===== src/rtl/transpose_sequencer_pkg.sv =====
// Shared execute-stage types for the 4x4-byte matrix transpose path.
package transpose_sequencer_pkg;
  localparam int VEC_SIZE = 4;
  localparam int REG_SIZE = 32;
  localparam int BYTE_W   = 8;

  typedef enum logic [1:0] {IDLE, READ, WRITE, DONE} state_t;

  typedef logic [VEC_SIZE-1:0][REG_SIZE-1:0] matrix_t;
endpackage


===== src/rtl/matrix_transpose.sv =====
// Combinational 4x4-byte transpose: element [i][j] moves to [j][i], byte 3 is the MSB lane.
module matrix_transpose
  import transpose_sequencer_pkg::*;
(
  input  matrix_t mat,
  output matrix_t trans
);
  always_comb begin
    trans = '0;
    for (int r = 0; r < VEC_SIZE; r++) begin
      for (int c = 0; c < VEC_SIZE; c++) begin
        trans[r][(VEC_SIZE-1-c)*BYTE_W +: BYTE_W] = mat[c][(VEC_SIZE-1-r)*BYTE_W +: BYTE_W];
      end
    end
  end
endmodule


===== src/rtl/transpose_sequencer.sv =====
// Reads four source registers into a buffer, then writes the transposed rows back.
// Handshakes: start accepted on start_valid & start_ready; a write completes on rf_wr_en & rf_wr_ready.
module transpose_sequencer
  import transpose_sequencer_pkg::*;
#(
  parameter int regSize   = 32,
  parameter int vecSize   = 4,
  parameter int addrWidth = 4
) (
  input  logic                 clk,
  input  logic                 rst,
  input  logic                 start_valid,
  output logic                 start_ready,
  input  logic [addrWidth-1:0] src_base,
  input  logic [addrWidth-1:0] dst_base,
  output logic                 rf_rd_en,
  output logic [addrWidth-1:0] rf_rd_addr,
  input  logic [regSize-1:0]   rf_rd_data,
  output logic                 rf_wr_en,
  output logic [addrWidth-1:0] rf_wr_addr,
  output logic [regSize-1:0]   rf_wr_data,
  input  logic                 rf_wr_ready,
  output logic                 busy,
  output logic                 done
);
  localparam logic [2:0] LAST_RD = 3'(vecSize);
  localparam logic [2:0] LAST_WR = 3'(vecSize - 1);

  state_t                 state;
  logic [2:0]             cnt;
  logic [addrWidth-1:0]   src;
  logic [addrWidth-1:0]   dst;
  matrix_t                mat_buf;
  matrix_t                trans;
  logic [1:0]             cap_row;

  matrix_transpose u_transpose (
    .mat   (mat_buf),
    .trans (trans)
  );

  // Read data lags the request by one cycle, so the row captured is cnt-1.
  assign cap_row = cnt[1:0] - 2'd1;

  always_ff @(posedge clk or posedge rst) begin
    if (rst) begin
      state   <= IDLE;
      cnt     <= '0;
      src     <= '0;
      dst     <= '0;
      mat_buf <= '0;
    end else begin
      case (state)
        IDLE: begin
          if (start_valid) begin
            src   <= src_base;
            dst   <= dst_base;
            cnt   <= '0;
            state <= READ;
          end
        end
        READ: begin
          if (cnt != 3'd0) mat_buf[cap_row] <= rf_rd_data;
          if (cnt == LAST_RD) begin
            cnt   <= '0;
            state <= WRITE;
          end else begin
            cnt <= cnt + 3'd1;
          end
        end
        WRITE: begin
          if (rf_wr_ready) begin
            if (cnt == LAST_WR) begin
              cnt   <= '0;
              state <= DONE;
            end else begin
              cnt <= cnt + 3'd1;
            end
          end
        end
        DONE:    state <= IDLE;
        default: state <= IDLE;
      endcase
    end
  end

  assign start_ready = (state == IDLE);
  assign busy        = (state != IDLE);
  assign done        = (state == DONE);
  assign rf_rd_en    = (state == READ) && (cnt < LAST_RD);
  assign rf_rd_addr  = rf_rd_en ? src + addrWidth'(cnt) : '0;
  assign rf_wr_en    = (state == WRITE);
  assign rf_wr_addr  = rf_wr_en ? dst + addrWidth'(cnt) : '0;
  assign rf_wr_data  = rf_wr_en ? trans[cnt[1:0]] : '0;
endmodule

===== config.mk =====
export PLATFORM = sky130hd
export DESIGN_NAME = transpose_sequencer
export DESIGN_NICKNAME = d
export VERILOG_FILES = /design/src/rtl/transpose_sequencer_pkg.sv /design/src/rtl/matrix_transpose.sv /design/src/rtl/transpose_sequencer.sv
export SDC_FILE = /design/constraint.sdc
export NUM_CORES = 1
export LEC_CHECK = 0
export CAP_MARGIN = 20
export CORE_ASPECT_RATIO = 1.1
export CORE_UTILIZATION = 23
export DETAILED_ROUTE_END_ITERATION = 8
export GPL_ROUTABILITY_DRIVEN = 0
export GPL_TIMING_DRIVEN = 0
export SYNTH_ARGS = -nofsm -noshare
export SYNTH_HDL_FRONTEND = slang
export SYNTH_SLANG_ARGS = --single-unit
export TNS_END_PERCENT = 100

===== constraint.sdc =====
create_clock -name clk -period 5.3 [get_ports clk]
set_input_delay 1.06 -clock clk [delete_from_list [all_inputs] [get_ports clk]]
set_output_delay 1.06 -clock clk [all_outputs]
set_load 0.03 [all_outputs]

==> out/qor.txt <==
outcome - completed
Relative slew margins - 54.2%
largest net degree at the start of global routing - 76
post-route ant nets - 0
num rows - 65
leak pwr - 0.00354 uW
GRT Util Overall - 12.8%
Synth Warn # - 0
Via density - 4.36
vias in the first global route - 4384
Final Setup Violations - 0
kind of critical path - flip-flop to output pin
drt pass-1 iters - 4
grt ovf - 0
I/O pin cnt - 89
worst slew pin tran - 0.687 ns
Post-CTS Resized - 0
initial core utilization - 23.4%
Synth Net Count - 504
synth-to-layout area growth - 29.8%
area of the die - 29900 um2
H-tree depth - 4
commonest cells after routing, fill and taps aside - dfrtp_1 (141), mux2_2 (137), clkdlybuf4s50_1 (88)
Synth cell types - 33
DRC violations left - 0
RSZ-0062 raised after global routing - false
layout cells sized above 1 - 39.6%
skew final - 0.0116 ns
Root Driver - clkbuf_16
fin nets - 612
Chip Height - 181 um
Crit. End Element - output pin
ANT cells - 0
commonest non-fill, non-tap cell in the layout - dfrtp_1
hold_sp - mat_buf[75]
sequential area share after synthesis - 52.4%
Worst R2R Start - cnt[1]
Crit Path Max Fanout - 10
Multi-input gate area - 3000 um2
Total Wirelength - 18.1 mm
Final period util - 82.5%
number of synthesized flops with an enable pin - 0
register area - 3530 um2
min cycle time layout - 4.37 ns
Synth Area per Inst - 15.3 um2
port bufs - 88
Slew Limit Fails - 0
Post-CTS Setup Inserts - 0
worst skew pair latency - 0.42 ns
Yosys reg bits - 141
FFs w/ async S/R, synth - 100%
Worst Hold Margin - 0.496 ns
Finished Layout Cells - 929
Num Clock Sinks - 141
Max Cap Viol - 0
Max Freq - 229 MHz
CTS tree - yes
cell area after synthesis - 6730 um2
Via Count - 4052
Core Footprint - 28700 um2
Primary FF master, synth - dfrtp_1
Hold WC Path Type - flip-flop to flip-flop
CTS Buf Count - 17
Data required, critical path - 4.24 ns
WL/cell - 19.5 um
initial antenna violation count - 0
final hold vios - 0
Worst setup SP type - flip-flop
Final HPWL DP - 12.4 mm
placed insts - 897
VDD IR max - 0.361 mV
DR iter-0 viols - 173
critical path arrival - 3.31 ns
fillers - 2886
Chip Width - 165 um
cts hold-fix bufs - 0
clk slew on worst S/H paths - 0.06 ns
Clock Path Buffers - 2
Synth Instances - 440
power per cell area - 556 nW/um2
first-pass GRT wire length - 27.6 mm
CP Launch Point - cnt[1]
-- flip-flops by register name (all words and copies together) (netlist names) --
| name | count |
|---|---|
| cnt | 3 |
| src | 4 |
| dst | 4 |
| mat_buf | 128 |
| state | 2 |
-- worst max-delay path, cell delays in order, from the launching register on --
cell             delay, ns
dfrtp_1               0.52
clkbuf_1              0.36
buf_2                 0.38
inv_1                 0.20
fa_1                  0.46
xnor2_1               0.14
and2_1                0.15
clkdlybuf4s50_1       0.67
-- kinds of logic after synthesis --
group | synth area share, %
muxes | 33.8
DFF | 52.4
and+or+nand+nor | 5.06
buffers and inverters | 3.01
adders and majority gates | 3.94
AOI/OAI and AO/OA | 1.51
xor gates and xnor gates | 0.260
-- metrics by stage --
stage                     utilization (%)  area (um2)  total power [uW]  worst slack [ns]  TNS [ns]
after floorplan                         -        6730              2940             0.459         0
after detailed placement             28.2        8100              3610              1.32         0
after global routing                 30.4        8730              5130             0.756         0
final                                30.4        8730              4850             0.928         0
after global placement               28.1        8070              3570             -1.75   -245.31
after CTS                            30.4        8730              4910             0.838         0
-- area by class of cell --
| type | count | share of cell area [%] |
|---|---|---|
| inverters | 13 | 0.616 |
| clock inverters | 12 | 2.11 |
| plain buffers | 24 | 1.76 |
| multi-input cells | 262 | 34.3 |
| flip-flops and latches | 141 | 40.4 |
| repair buffers | 89 | 10.4 |
| well taps | 368 | 5.27 |
| clock buffers | 20 | 5.11 |
-- power breakdown --
| group | internal, uW | total (uW) | switching [uW] |
|---|---|---|---|
| Clock | 806 | 1290 | 481 |
| Sequential | 1460 | 1660 | 200 |
| Combinational | 984 | 1910 | 925 |
-- path summary, 6_finish.rpt --
kind,to,slack (ns),cells past startpoint
max,rf_wr_addr[2],0.93,7
min,mat_buf[75],0.50,1
max reg2reg,mat_buf[101],2.43,7
min reg2reg,mat_buf[75],0.50,1
max in group asynchronous,mat_buf[9],3.35,3
min in group asynchronous,src[1],1.12,2
-- synth_stat cells (2+ instances only) --
library cell / instances / area, um2
dfrtp_1: 141 / 3530
mux2_2: 137 / 1540
and2_1: 36 / 225
mux4_2: 32 / 721
ha_1: 18 / 225
inv_1: 13 / 48.8
buf_4: 11 / 82.6
buf_2: 6 / 30.0
clkbuf_1: 5 / 18.8
nor2b_1: 4 / 25.0
nand2_1: 3 / 11.3
o211ai_1: 3 / 22.5
a21oi_1: 2 / 10.0
buf_6: 2 / 22.5
fa_1: 2 / 40.0
nand2b_1: 2 / 12.5
nand3_1: 2 / 10.0
o21ai_0: 2 / 10.0
o22ai_1: 2 / 12.5
or4_1: 2 / 15.0
or4b_2: 2 / 20.0
xnor2_1: 2 / 17.5
-- routing by layer --
metal  GRT usage [%]  wire length, um  up-vias
met5               0                0        -
met3            3.02              712       16
met4            3.74              268        0
met2            20.5             8840       87
met1            17.1             8300     2136
li1                -                -     1813
(Power assumes the default switching activity.)
